<file path="src/rtl/pipeline_hazard_ctrl_if.sv">
// Pipeline-side bundle for the hazard controller: register numbers and
// stage flags in, stage enables/flushes, forwarding selects, counters out.
// Handshake: there is no valid/ready pair here; mem_ready is a
// completion strobe sampled every cycle, and every output is valid in the
// same cycle as the inputs that produce it.
interface pipeline_hazard_ctrl_if;
    logic [4:0]  id_rs;
    logic [4:0]  id_rt;
    logic        id_use_rs;
    logic        id_use_rt;
    logic [4:0]  exe_rn;
    logic        exe_wreg;
    logic        exe_m2reg;
    logic [4:0]  mem_rn;
    logic        mem_wreg;
    logic        mem_m2reg;
    logic        mem_wmem;
    logic        mem_branch;
    logic        mem_ready;
    logic        pc_we;
    logic        if_id_we;
    logic        id_exe_we;
    logic        exe_mem_we;
    logic        mem_wb_we;
    logic        bubble_id_exe;
    logic        flush_if_id;
    logic        flush_id_exe;
    logic        flush_exe_mem;
    logic        pc_sel_branch;
    logic [1:0]  fwd_a;
    logic [1:0]  fwd_b;
    logic [15:0] stall_count;
    logic [15:0] flush_count;
    logic        wait_timeout;
    logic [1:0]  state;          // debug view: 0 RUN, 1 WAIT, 2 ERR

    modport master (
        output id_rs, id_rt, id_use_rs, id_use_rt, exe_rn, exe_wreg, exe_m2reg,
               mem_rn, mem_wreg, mem_m2reg, mem_wmem, mem_branch, mem_ready,
        input  pc_we, if_id_we, id_exe_we, exe_mem_we, mem_wb_we, bubble_id_exe,
               flush_if_id, flush_id_exe, flush_exe_mem, pc_sel_branch,
               fwd_a, fwd_b, stall_count, flush_count, wait_timeout, state
    );

    modport slave (
        input  id_rs, id_rt, id_use_rs, id_use_rt, exe_rn, exe_wreg, exe_m2reg,
               mem_rn, mem_wreg, mem_m2reg, mem_wmem, mem_branch, mem_ready,
        output pc_we, if_id_we, id_exe_we, exe_mem_we, mem_wb_we, bubble_id_exe,
               flush_if_id, flush_id_exe, flush_exe_mem, pc_sel_branch,
               fwd_a, fwd_b, stall_count, flush_count, wait_timeout, state
    );
endinterface

</file>
<file path="src/rtl/pipeline_hazard_ctrl.sv">
// Hazard controller for a 5-stage pipeline: freezes on outstanding data
// memory accesses, flushes on taken branches, stalls on load-use, selects
// operand forwarding and counts stall/flush events.
module pipeline_hazard_ctrl (
    input  logic                  clk,
    input  logic                  clrn,
    pipeline_hazard_ctrl_if.slave hz
);
    typedef enum logic [1:0] {S_RUN = 2'd0, S_WAIT = 2'd1, S_ERR = 2'd2} state_t;

    state_t      state_q, state_d;
    logic [7:0]  wait_cnt_q, wait_cnt_d;
    logic [15:0] stall_q, flush_q;
    logic        timeout_q;

    logic        mem_req, lu, run_rules, do_branch, do_stall;
    logic [4:0]  we;
    logic        bubble, flush, sel_branch;

    // Forwarding priority: EXE ALU result, then MEM ALU result, then MEM load data.
    function automatic logic [1:0] fwd_sel(input logic [4:0] src,
                                           input logic [4:0] e_rn, input logic e_w, input logic e_m,
                                           input logic [4:0] m_rn, input logic m_w, input logic m_m);
        if (e_w && !e_m && e_rn != 5'd0 && e_rn == src)     fwd_sel = 2'b01;
        else if (m_w && !m_m && m_rn != 5'd0 && m_rn == src) fwd_sel = 2'b10;
        else if (m_w && m_m && m_rn != 5'd0 && m_rn == src)  fwd_sel = 2'b11;
        else                                                 fwd_sel = 2'b00;
    endfunction

    assign mem_req = hz.mem_m2reg | hz.mem_wmem;
    assign lu = hz.exe_wreg & hz.exe_m2reg & (hz.exe_rn != 5'd0) &
                ((hz.id_use_rs & (hz.exe_rn == hz.id_rs)) |
                 (hz.id_use_rt & (hz.exe_rn == hz.id_rt)));

    // Next state, wait counter and stage controls; freeze > branch > load-use.
    always_comb begin
        state_d    = state_q;
        wait_cnt_d = wait_cnt_q;
        run_rules  = 1'b0;
        do_branch  = 1'b0;
        do_stall   = 1'b0;
        we         = 5'b00000;
        bubble     = 1'b0;
        flush      = 1'b0;
        sel_branch = 1'b0;
        case (state_q)
            S_RUN: begin
                if (mem_req && !hz.mem_ready) begin
                    state_d    = S_WAIT;
                    wait_cnt_d = 8'd1;
                end else begin
                    run_rules = 1'b1;
                end
            end
            S_WAIT: begin
                if (hz.mem_ready) begin
                    // release cycle behaves exactly like RUN
                    state_d    = S_RUN;
                    wait_cnt_d = 8'd0;
                    run_rules  = 1'b1;
                end else if (wait_cnt_q == 8'hFF) begin
                    state_d = S_ERR;
                end else begin
                    wait_cnt_d = wait_cnt_q + 8'd1;
                end
            end
            S_ERR:   state_d = S_ERR;
            default: state_d = S_RUN;
        endcase
        if (run_rules) begin
            if (hz.mem_branch) begin
                do_branch  = 1'b1;
                we         = 5'b11111;
                flush      = 1'b1;
                sel_branch = 1'b1;
            end else if (lu) begin
                do_stall = 1'b1;
                we       = 5'b00111;
                bubble   = 1'b1;
            end else begin
                we = 5'b11111;
            end
        end
    end

    // State, wait counter and sticky timeout flag.
    always_ff @(posedge clk or negedge clrn) begin
        if (!clrn) begin
            state_q    <= S_RUN;
            wait_cnt_q <= 8'd0;
            timeout_q  <= 1'b0;
        end else begin
            state_q    <= state_d;
            wait_cnt_q <= wait_cnt_d;
            if (state_d == S_ERR) timeout_q <= 1'b1;
        end
    end

    // Saturating stall and flush event counters.
    always_ff @(posedge clk or negedge clrn) begin
        if (!clrn) begin
            stall_q <= 16'd0;
            flush_q <= 16'd0;
        end else begin
            if (do_stall && stall_q != 16'hFFFF) stall_q <= stall_q + 16'd1;
            if (do_branch && flush_q != 16'hFFFF) flush_q <= flush_q + 16'd1;
        end
    end

    assign hz.pc_we         = we[4];
    assign hz.if_id_we      = we[3];
    assign hz.id_exe_we     = we[2];
    assign hz.exe_mem_we    = we[1];
    assign hz.mem_wb_we     = we[0];
    assign hz.bubble_id_exe = bubble;
    assign hz.flush_if_id   = flush;
    assign hz.flush_id_exe  = flush;
    assign hz.flush_exe_mem = flush;
    assign hz.pc_sel_branch = sel_branch;
    assign hz.fwd_a = fwd_sel(hz.id_rs, hz.exe_rn, hz.exe_wreg, hz.exe_m2reg,
                              hz.mem_rn, hz.mem_wreg, hz.mem_m2reg);
    assign hz.fwd_b = fwd_sel(hz.id_rt, hz.exe_rn, hz.exe_wreg, hz.exe_m2reg,
                              hz.mem_rn, hz.mem_wreg, hz.mem_m2reg);
    assign hz.stall_count   = stall_q;
    assign hz.flush_count   = flush_q;
    assign hz.wait_timeout  = timeout_q;
    assign hz.state         = state_q;
endmodule

</file>
<file path="src/flat_wrapper.sv">
// flat-port wrapper written by rule: the top's interface ports become plain ports
module pipeline_hazard_ctrl_flat 
  (clk, clrn, hz_id_rs, hz_id_rt, hz_id_use_rs, hz_id_use_rt, hz_exe_rn, hz_exe_wreg, hz_exe_m2reg, hz_mem_rn, hz_mem_wreg, hz_mem_m2reg, hz_mem_wmem, hz_mem_branch, hz_mem_ready, hz_pc_we, hz_if_id_we, hz_id_exe_we, hz_exe_mem_we, hz_mem_wb_we, hz_bubble_id_exe, hz_flush_if_id, hz_flush_id_exe, hz_flush_exe_mem, hz_pc_sel_branch, hz_fwd_a, hz_fwd_b, hz_stall_count, hz_flush_count, hz_wait_timeout, hz_state);
  pipeline_hazard_ctrl_if hz_i ();
  input  logic clk;
  input  logic clrn;
  input wire logic [$bits(hz_i.id_rs)-1:0] hz_id_rs;
  input wire logic [$bits(hz_i.id_rt)-1:0] hz_id_rt;
  input wire logic [$bits(hz_i.id_use_rs)-1:0] hz_id_use_rs;
  input wire logic [$bits(hz_i.id_use_rt)-1:0] hz_id_use_rt;
  input wire logic [$bits(hz_i.exe_rn)-1:0] hz_exe_rn;
  input wire logic [$bits(hz_i.exe_wreg)-1:0] hz_exe_wreg;
  input wire logic [$bits(hz_i.exe_m2reg)-1:0] hz_exe_m2reg;
  input wire logic [$bits(hz_i.mem_rn)-1:0] hz_mem_rn;
  input wire logic [$bits(hz_i.mem_wreg)-1:0] hz_mem_wreg;
  input wire logic [$bits(hz_i.mem_m2reg)-1:0] hz_mem_m2reg;
  input wire logic [$bits(hz_i.mem_wmem)-1:0] hz_mem_wmem;
  input wire logic [$bits(hz_i.mem_branch)-1:0] hz_mem_branch;
  input wire logic [$bits(hz_i.mem_ready)-1:0] hz_mem_ready;
  output wire logic [$bits(hz_i.pc_we)-1:0] hz_pc_we;
  output wire logic [$bits(hz_i.if_id_we)-1:0] hz_if_id_we;
  output wire logic [$bits(hz_i.id_exe_we)-1:0] hz_id_exe_we;
  output wire logic [$bits(hz_i.exe_mem_we)-1:0] hz_exe_mem_we;
  output wire logic [$bits(hz_i.mem_wb_we)-1:0] hz_mem_wb_we;
  output wire logic [$bits(hz_i.bubble_id_exe)-1:0] hz_bubble_id_exe;
  output wire logic [$bits(hz_i.flush_if_id)-1:0] hz_flush_if_id;
  output wire logic [$bits(hz_i.flush_id_exe)-1:0] hz_flush_id_exe;
  output wire logic [$bits(hz_i.flush_exe_mem)-1:0] hz_flush_exe_mem;
  output wire logic [$bits(hz_i.pc_sel_branch)-1:0] hz_pc_sel_branch;
  output wire logic [$bits(hz_i.fwd_a)-1:0] hz_fwd_a;
  output wire logic [$bits(hz_i.fwd_b)-1:0] hz_fwd_b;
  output wire logic [$bits(hz_i.stall_count)-1:0] hz_stall_count;
  output wire logic [$bits(hz_i.flush_count)-1:0] hz_flush_count;
  output wire logic [$bits(hz_i.wait_timeout)-1:0] hz_wait_timeout;
  output wire logic [$bits(hz_i.state)-1:0] hz_state;
  assign hz_i.id_rs = hz_id_rs;
  assign hz_i.id_rt = hz_id_rt;
  assign hz_i.id_use_rs = hz_id_use_rs;
  assign hz_i.id_use_rt = hz_id_use_rt;
  assign hz_i.exe_rn = hz_exe_rn;
  assign hz_i.exe_wreg = hz_exe_wreg;
  assign hz_i.exe_m2reg = hz_exe_m2reg;
  assign hz_i.mem_rn = hz_mem_rn;
  assign hz_i.mem_wreg = hz_mem_wreg;
  assign hz_i.mem_m2reg = hz_mem_m2reg;
  assign hz_i.mem_wmem = hz_mem_wmem;
  assign hz_i.mem_branch = hz_mem_branch;
  assign hz_i.mem_ready = hz_mem_ready;
  assign hz_pc_we = hz_i.pc_we;
  assign hz_if_id_we = hz_i.if_id_we;
  assign hz_id_exe_we = hz_i.id_exe_we;
  assign hz_exe_mem_we = hz_i.exe_mem_we;
  assign hz_mem_wb_we = hz_i.mem_wb_we;
  assign hz_bubble_id_exe = hz_i.bubble_id_exe;
  assign hz_flush_if_id = hz_i.flush_if_id;
  assign hz_flush_id_exe = hz_i.flush_id_exe;
  assign hz_flush_exe_mem = hz_i.flush_exe_mem;
  assign hz_pc_sel_branch = hz_i.pc_sel_branch;
  assign hz_fwd_a = hz_i.fwd_a;
  assign hz_fwd_b = hz_i.fwd_b;
  assign hz_stall_count = hz_i.stall_count;
  assign hz_flush_count = hz_i.flush_count;
  assign hz_wait_timeout = hz_i.wait_timeout;
  assign hz_state = hz_i.state;
  pipeline_hazard_ctrl u_core (.clk(clk), .clrn(clrn), .hz(hz_i));
endmodule
</file>
<file path="config.mk">
export PLATFORM = sky130hd
export DESIGN_NAME = pipeline_hazard_ctrl_flat
export DESIGN_NICKNAME = d
export VERILOG_FILES = /design/src/rtl/pipeline_hazard_ctrl_if.sv /design/src/rtl/pipeline_hazard_ctrl.sv /design/src/flat_wrapper.sv
export SDC_FILE = /design/constraint.sdc
export NUM_CORES = 1
export LEC_CHECK = 0
export ABC_AREA = 1
export ABC_CLOCK_PERIOD_IN_PS = 2600
export CAP_MARGIN = 10
export CORE_UTILIZATION = 50
export DETAILED_ROUTE_END_ITERATION = 16
export DONT_BUFFER_PORTS = 1
export GPL_ROUTABILITY_DRIVEN = 1
export PLACE_DENSITY = 0.73
export SYNTH_ARGS = -nofsm -noshare
export SYNTH_HDL_FRONTEND = slang
export SYNTH_SLANG_ARGS = --single-unit
</file>
<file path="constraint.sdc">
create_clock -name clk -period 2.6 [get_ports clk]
set_input_delay 0.78 -clock clk [delete_from_list [all_inputs] [get_ports clk]]
set_output_delay 0.78 -clock clk [all_outputs]
set_load 0.01 [all_outputs]
</file>
Word-level counts from Yosys, hierarchy flattened
Index checks and enable logic that the tools add are counted.
{"block": "classes", "eq_ne": 12, "n_bitwise": 7, "addsub": 3, "muxes": 25, "reduce_logical": 23}
{"operator": "$add A16 B1 Y16 const B", "n": 2}
{"operator": "$ne A16 B16 Y1 const B", "n": 2}
{"operator": "$mux W8", "n": 3}
{"operator": "$eq A5 B5 Y1", "n": 4}
{"operator": "$mux W2", "n": 9}
{"operator": "$pmux W8 S2", "n": 1}
{"operator": "$logic_and A1 B1 Y1", "n": 15}
{"operator": "$mux W5", "n": 3}
{"operator": "$reduce_bool A5 Y1", "n": 2}
{"operator": "$add A8 B1 Y8 const B", "n": 1}
{"operator": "$eq A8 B8 Y1 const B", "n": 1}
{"operator": "$mux W1", "n": 7}
{"operator": "$pmux W2 S3", "n": 1}
{"operator": "$and A1 B1 Y1", "n": 5}
{"operator": "$eq A2 B2 Y1 const B", "n": 2}
{"operator": "$logic_not A1 Y1", "n": 3}
{"operator": "$ne A3 B3 Y1 const B", "n": 1}
{"operator": "$reduce_and A3 Y1", "n": 1}
{"operator": "$eq A2 B1 Y1 const B", "n": 1}
{"operator": "$logic_not A2 Y1", "n": 1}
{"operator": "$ne A2 B1 Y1 const B", "n": 1}
{"operator": "$or A1 B1 Y1", "n": 2}
{"operator": "$pmux W1 S2", "n": 1}
{"operator": "$reduce_bool A2 Y1", "n": 1}
{"block": "word_totals", "word_cells": 75, "reg_bits": 43}

Logic depth before layout (Yosys ltp)
Gate-level depths: netlist of run 1.
{"block": "depth", "ltp_word": 8, "depth_mapped": 11}

Least setup slack after synthesis of run 1
No wires, ideal clock.
{"block": "synth_path", "path_kind": "input port to output port", "start": "input port hz_mem_wmem", "end": "output port hz_pc_we", "t_arrival_ns": 1.801, "t_required_ns": 1.820, "slack_ns": 0.019, "path_stages": 5, "cell_sequence": "nor2_2 > nand2_1 > a21oi_4 > a21boi_0 > buf_4"}
{"block": "synth_via", "elab_chain_len": 5}
{"element": "start: declaration", "line_no": "flat_wrapper.sv:17", "text": "input wire logic [$bits(hz_i.mem_wmem)-1:0] hz_mem_wmem;"}
{"element": "$or A1 B1 Y1", "line_no": "pipeline_hazard_ctrl.sv:30", "text": "assign mem_req = hz.mem_m2reg | hz.mem_wmem;"}
{"element": "$logic_and A1 B1 Y1", "line_no": "pipeline_hazard_ctrl.sv:48", "text": "if (mem_req && !hz.mem_ready) begin"}
{"element": "$mux W1", "line_no": "pipeline_hazard_ctrl.sv:48"}
{"element": "$pmux W1 S2", "line_no": "pipeline_hazard_ctrl.sv:46", "text": "case (state_q)"}
{"element": "$mux W5", "line_no": "pipeline_hazard_ctrl.sv:70", "text": "if (run_rules) begin"}
{"element": "end: declaration", "line_no": "flat_wrapper.sv:20", "text": "output wire logic [$bits(hz_i.pc_we)-1:0] hz_pc_we;"}
Every way passes these cells.

Worst setup path in the final report of run 1
{"block": "layout_path", "start": "input port hz_exe_rn[4]", "end": "output port hz_if_id_we"}
{"block": "layout_via", "elab_chain_len": 7, "word_cells_on_any_way": 11, "cone_classes": "2 x eq/ne; 3 x mux; 5 x bitwise; 1 x reduce/logical"}
{"element": "start: declaration", "line_no": "flat_wrapper.sv:11", "text": "input wire logic [$bits(hz_i.exe_rn)-1:0] hz_exe_rn;"}
{"element": "$eq A5 B5 Y1 (on tied branches)", "line_no": "pipeline_hazard_ctrl.sv:32, pipeline_hazard_ctrl.sv:33"}
{"element": "$and A1 B1 Y1 (on tied branches)", "line_no": "pipeline_hazard_ctrl.sv:32, pipeline_hazard_ctrl.sv:33"}
{"element": "$or A1 B1 Y1", "line_no": "pipeline_hazard_ctrl.sv:32", "text": "((hz.id_use_rs & (hz.exe_rn == hz.id_rs)) |"}
{"element": "$and A1 B1 Y1 (*)", "line_no": "pipeline_hazard_ctrl.sv:31", "text": "assign lu = hz.exe_wreg & hz.exe_m2reg & (hz.exe_rn != 5'd0) &"}
{"element": "$mux W5 (*)", "line_no": "pipeline_hazard_ctrl.sv:76", "text": "end else if (lu) begin"}
{"element": "$mux W5 (*)", "line_no": "pipeline_hazard_ctrl.sv:71", "text": "if (hz.mem_branch) begin"}
{"element": "$mux W5 (*)", "line_no": "pipeline_hazard_ctrl.sv:70"}
{"element": "end: declaration", "line_no": "flat_wrapper.sv:21", "text": "output wire logic [$bits(hz_i.if_id_we)-1:0] hz_if_id_we;"}
Mark *: on every way between the ends. The rest lies on a longest branch, timed or not.

==> results of run 1 <==
==> cells by family after synthesis <==
kind of cell / synth area share, %
AND/OR/NAND/NOR: 35.6
buffers and inverters: 8.37
flip-flops: 37.5
XOR/XNOR: 12.2
AO/OA/AOI/OAI: 3.93
adder cells (fa/ha/maj): 1.31
multiplexers: 1.05
==> layout make-up <==
type	instances	area, sq um
fillers	514	2480
flip-flops and latches	43	1080
clock inverters	3	43.8
multi-input cells	287	1550
inverters	44	165
clock buffers	5	68.8
repair buffers	4	30.0
well taps	72	90.1
==> power by group through the flow <==
stage / clock, W / sequential [W] / combinational, W
after floorplan: 0 / 0.000827 / 0.000208
after global placement: 0 / 0.000847 / 0.000231
after detailed placement: 0 / 0.000851 / 0.000237
after CTS: 0.000542 / 0.000837 / 0.000239
after global routing: 0.000564 / 0.000849 / 0.000270
final: 0.000518 / 0.000835 / 0.000236
==> layer usage <==
metal | track usage (%) | part of all wire (%) | routed length [um] | vias to the layer above
met2 | 32.1 | 45 | 2670 | 75
li1 | - | - | - | 1212
met4 | 7.55 | 1.3 | 75 | 0
met3 | 6.00 | 6.6 | 389 | 6
met1 | 27.6 | 47 | 2770 | 1083
met5 | 0 | 0 | 0 | -
==> flip-flops by register name, summed over array words and instances (netlist names) <==
signal and count:
u_core.hz.flush_count 16, u_core.hz.stall_count 16, u_core.hz.state 2, u_core.hz.wait_timeout 1, u_core.wait_cnt_q 8
==> worst paths after layout <==
kind / endpoint
min reg2reg: u_core.wait_cnt_q[1]
max: hz_if_id_we
max reg2reg: u_core.hz.flush_count[10]
max in group asynchronous: u_core.hz.stall_count[2]
min in group clk: u_core.wait_cnt_q[1]
min: u_core.hz.flush_count[5]
==> stage by stage <==
step                      utilization [%]  cell area [sq um]  setup WS (ns)
after floorplan                         -               2870         0.0193
after global placement               52.9               2910          0.192
after detailed placement             52.9               2910          0.125
after CTS                            55.0               3030          0.110
after global routing                 55.0               3030         0.0924
final                                55.0               3030          0.230
==> cells in the final DEF (no fill, tap or decap), types with 2 or more instances in the layout <==
cell,instances
o21ai_0,8
dfrtp_1,43
nor3_4,2
nor3_2,2
ha_1,3
o22ai_1,2
inv_2,4
nor3_1,10
nand3b_1,3
clkbuf_8,5
nand2_1,121
xor2_1,25
nand4_1,13
a21oi_1,3
inv_1,39
nand3_1,24
xnor2_1,15
nor2_1,35
or2_2,2
mux2_4,2
buf_4,4
nor2_2,5
==> results.txt, run 1 <==
Num CTS Buffers: 5
synth unique cells: 35
Placer Congestion: 0.804
total negative slack: 0 ns
EDFF count, synth: 0
status: finished, final reports clean
Core Area: 5510 sq um
FF-to-FF Start: u_core.hz.state[0]
Detailed Routing Iterations Pass 1: 4
Final period util: 91.2%
Cell Int Power: 0.00112 W
postcts setup bufs: 0
Least-Margin Pin Slew: 0.464 ns
Combinational Power Share: 14.9%
initial core utilization: 52.1%
CTS tree: done
number of synthesis warnings: 0
Port Buffers: 0
Layout Cells excl Fill: 458
initial antenna violation count: 0
Max Clk Rate: 422 MHz
hold_buf cts: 0
Synth top cells by count: nand2_1 (121), dfrtp_1 (43), inv_1 (39)
first-pass GRT wire length: 9.96 mm
WP data arrival: 1.59 ns
CTS clock-pin slew for the worst setup and hold paths: 0.09 ns
number of DRC violations after detailed routing: 0
top cells by area, synth: dfrtp_1 (38%), nand2_1 (16%), xor2_1 (7.6%)
Slew Limit Fails: 0
clock buffer depth: 2
top_reg_cell synth: dfrtp_1
worst rel slew slack: 69.0%
vias: 2,376
Top delay family on crit path: simple AND/OR/NAND/NOR gates
asr flop ratio synth: 100%
Cell Count Post-Placement: 450
Net Sw Frac: 29.6%
Yosys reg bits: 43
Worst Path Max Fanout: 3
Critical Path End Type: primary output
Ports: 80
RSZ-0062 raised after global routing: no
root buf cell: clkbuf_8
element type at the critical path start: primary input
Antenna Diode Count: 0
Levels on crit path: 8
Mapped Cells: 383
die area: 6050 sq um
switching pwr: 0.000470 W
clk_skew: 0.00653 ns
Pwr Density: 525 nW/um^2
worst min-delay path category: primary input to asynchronous set/reset pin
sequential share of power: 52.5%
CTS sink count: 43
layout cells sized above 1: 9.07%
antenna viol nets, final: 0
Mapped Area: 2870 sq um
hold_ws: 0.169 ns
Most common cell on crit path: nand2_1
vias in the first global route: 2,197
Final HPWL DP: 4.48 mm
initial drt markers: 100
P_leak: 1.53 nW
crit path cell chain: inv_1 -> nand2_1 -> nand2_1 -> nor2_1 -> nand4_1 -> nand2_1 -> a21boi_1 -> buf_4
clock network power share: 32.6%
WP data required: 1.82 ns
syn_nets: 417
Seq/Total Area, Yosys: 37.5%
final hold violation count: 0
FF-to-FF setup slack: 0.70 ns
DR WL/cell: 12.9 um
max cap viols: 0
Overflow after GRT: 0
r2r worst-path depth: 9
Rows: 27
post-synth top area share: 37.5%
top cell type by total area after synthesis: dfrtp_1
final wirelength: 5.90 mm
area growth from synthesis to final layout: 5.49%
Worst Setup SP: hz_exe_rn[4]
syn_area_per_cell: 7.49 sq um
critical path class: primary input to primary output
worst vdd ir: 0.408 mV
Pwr Total: 0.00159 W
WP buf/inv: 2
Critical Path Max Stage Delay: 0.16 ns
endpoints failing setup: 0
Via density: 5.19
most frequent cell after synthesis: nand2_1
# nets final: 419
latest clock arrival within the worst-skew pair: 0.30 ns
Tmin final: 2.37 ns
height of the die: 77.8 um
CTS resizes: 0
all-layer global routing usage: 20.8%
largest net degree at the start of global routing: 44
die width: 77.8 um
critical path's slowest cell: buf_4
H-Tree Depth: 2
No activity file was read; power rests on OpenSTA's default activity.
==> run 2: changes to the inputs <==
--- a/config.mk
+++ b/config.mk
@@ -8,11 +8,11 @@
 export ABC_AREA = 1
 export ABC_CLOCK_PERIOD_IN_PS = 2600
 export CAP_MARGIN = 10
-export CORE_UTILIZATION = 50
+export CORE_UTILIZATION = 40
 export DETAILED_ROUTE_END_ITERATION = 16
 export DONT_BUFFER_PORTS = 1
 export GPL_ROUTABILITY_DRIVEN = 1
-export PLACE_DENSITY = 0.73
+export PLACE_DENSITY_LB_ADDON = 0.1
 export SYNTH_ARGS = -nofsm -noshare
 export SYNTH_HDL_FRONTEND = slang
 export SYNTH_SLANG_ARGS = --single-unit
==> results.txt, run 2 (same netlist as run 1, synthesis figures left out) <==
Via density: 4.92 (-5.2%)
Overflow after GRT: 0 (unchanged)
Antenna Diode Count: 0 (unchanged)
Tmin final: 2.40 ns (+0.0324 ns)
clock buffer depth: 2 (unchanged)
antenna viol nets, final: 0 (unchanged)
Levels on crit path: 6 (-2)
r2r worst-path depth: 8 (-1)
Placer Congestion: 0.765 (-4.9%)
final hold violation count: 0 (unchanged)
Least-Margin Pin Slew: 0.490 ns (+0.0260 ns)
Port Buffers: 0 (unchanged)
Final HPWL DP: 4.81 mm (+7.3%)
first-pass GRT wire length: 10.8 mm (+8.7%)
vias in the first global route: 2,272 (+3.4%)
root buf cell: clkbuf_8
element type at the critical path start: primary input
vias: 2,360 (-0.67%)
Slew Limit Fails: 0 (unchanged)
Final period util: 92.4% (+1.2 points)
CTS resizes: 0 (unchanged)
largest net degree at the start of global routing: 44 (unchanged)
CTS clock-pin slew for the worst setup and hold paths: 0.08 ns (about the same)
layout cells sized above 1: 8.33% (-0.73 points)
Num CTS Buffers: 5 (unchanged)
H-Tree Depth: 2 (unchanged)
final wirelength: 6.41 mm (+8.5%)
critical path's slowest cell: buf_4
latest clock arrival within the worst-skew pair: 0.29 ns (about the same)
total negative slack: 0 ns (unchanged)
height of the die: 86.7 um (+11%)
all-layer global routing usage: 18.3% (-2.5 points)
# nets final: 417 (-0.48%)
DR WL/cell: 13.3 um (+3.5%)
area growth from synthesis to final layout: 5.06%
initial drt markers: 96 (-4.0%)
initial core utilization: 41.8% (-10 points)
status: finished, final reports clean
number of DRC violations after detailed routing: 0 (unchanged)
pre-CTS WS: 0.203 ns (+0.0780 ns)
max cap viols: 0 (unchanged)
die width: 86.7 um (+11%)
postcts setup bufs: 0 (unchanged)
final design utilization: 43.9% (-11 points)
Rows: 30 (+11%)
worst rel slew slack: 67.2% (-1.7 points)
worst min-delay path category: primary input to asynchronous set/reset pin
die area: 7520 sq um (+24%)
critical path class: primary input to primary output
Top delay family on crit path: simple AND/OR/NAND/NOR gates
worst vdd ir: 0.291 mV (-29%)
Ports: 80 (unchanged)
Worst Path Max Fanout: 3 (unchanged)
hold_buf cts: 0 (unchanged)
final worst slack: 0.198 ns (-0.0324 ns)
fillers: 735 (+43%)
WP data arrival: 1.62 ns (+0.03 ns)
Cell Count Post-Placement: 472 (+4.9%)
CTS tree: done
WP data required: 1.82 ns (about the same)
WP buf/inv: 1 (-1)
most frequent cells in the layout: nand2_1 (121), dfrtp_1 (43), inv_1 (39), nor2_1 (35), xor2_1 (25)
Critical Path Max Stage Delay: 0.18 ns (+0.02 ns)
Core Area: 6870 sq um (+25%)
initial antenna violation count: 0 (unchanged)
CTS sink count: 43 (unchanged)
Detailed Routing Iterations Pass 1: 4 (unchanged)
crit path cell chain: xor2_1 -> nor2_1 -> nand4_1 -> nand2_1 -> a21boi_0 -> buf_4
RSZ-0062 raised after global routing: no
Pwr Density: 497 nW/um^2 (-5.3%)
Max Clk Rate: 416 MHz (-1.3%)
endpoints failing setup: 0 (unchanged)
Layout Cells excl Fill: 480 (+4.8%)
clk_skew: 0.00433 ns (-0.00220 ns)
Critical Path End Type: primary output
most common cell after layout, fill and taps aside: nand2_1
P_leak: 1.51 nW (-1.7%)
run 2: changes by cell type in the layout (fill, tap and decap cells not counted):
cell / before / now
buf_4: 4 / 2
a21boi_0: 0 / 1
a21boi_1: 1 / 0
bufinv_16: 1 / 0
clkbuf_1: 0 / 1
clkinv_4: 1 / 0
clkinvlp_4: 0 / 1
run 2: metal layers:
metal	up-vias	track usage, %	part of all wire (%)
met3	2	4.10	5.8
met4	0	4.70	0.48
met1	1093	25.7	50
met2	56	28.6	44
li1	1209	-	-
met5	-	0	0
run 2: per-stage QoR:
stage          cell area, sq um  total power [W]  hold slack (ns)
6_report                   3010          0.00150            0.175
4_1_cts                    3010          0.00153            0.152
2_1_floorplan              2870          0.00104            0.475
3_3_place_gp               2930          0.00108            0.487
5_1_grt                    3010          0.00160            0.140
3_5_place_dp               2930          0.00109            0.486
run 2: area by class of cell:
cell class	instances	area, sq um	share of cell area, %
clock buffer	6	72.6	2.41
clock inverter	2	12.5	0.415
inverter	44	165	5.48
multi-input combinational	287	1550	51.5
sequential	43	1080	35.7
tap	96	120	3.99
timing repair buffer	2	15.0	0.498
run 2: worst paths after layout:
check	startpoint	to	slack (ns)
max	hz_exe_rn[3]	hz_pc_we	0.20
min	clrn	u_core.hz.stall_count[15]	0.18
max reg2reg	u_core.hz.state[0]	u_core.hz.flush_count[10]	0.72
min reg2reg	u_core.wait_cnt_q[7]	u_core.wait_cnt_q[7]	0.53
max in group asynchronous	clrn	u_core.hz.stall_count[10]	2.34
min in group clk	u_core.wait_cnt_q[7]	u_core.wait_cnt_q[7]	0.53
run 2: worst reg2reg max path: stages, from the launching register on:
cell and delay [ns]:
dfrtp_1 0.44, inv_2 0.10, nand2_1 0.09, a21oi_4 0.19
and2_4 0.30, nand2_4 0.19, nor2_2 0.22, nand2_1 0.09
xor2_1 0.15
run 2: where the power goes:
group / total (W) / switching, W / internal [W]
Sequential: 0.000836 / 0.000108 / 0.000728
Clock: 0.000427 / 0.000238 / 0.000188
Combinational: 0.000235 / 0.000133 / 0.000102
==> run 3: changes to the inputs <==
--- a/config.mk
+++ b/config.mk
@@ -13,6 +13,7 @@
 export DONT_BUFFER_PORTS = 1
 export GPL_ROUTABILITY_DRIVEN = 1
 export PLACE_DENSITY_LB_ADDON = 0.1
+export SLEW_MARGIN = 0
 export SYNTH_ARGS = -nofsm -noshare
 export SYNTH_HDL_FRONTEND = slang
 export SYNTH_SLANG_ARGS = --single-unit
==> results of run 3 <==
The final DEF is identical to that of run 2; final timing and power are the same.
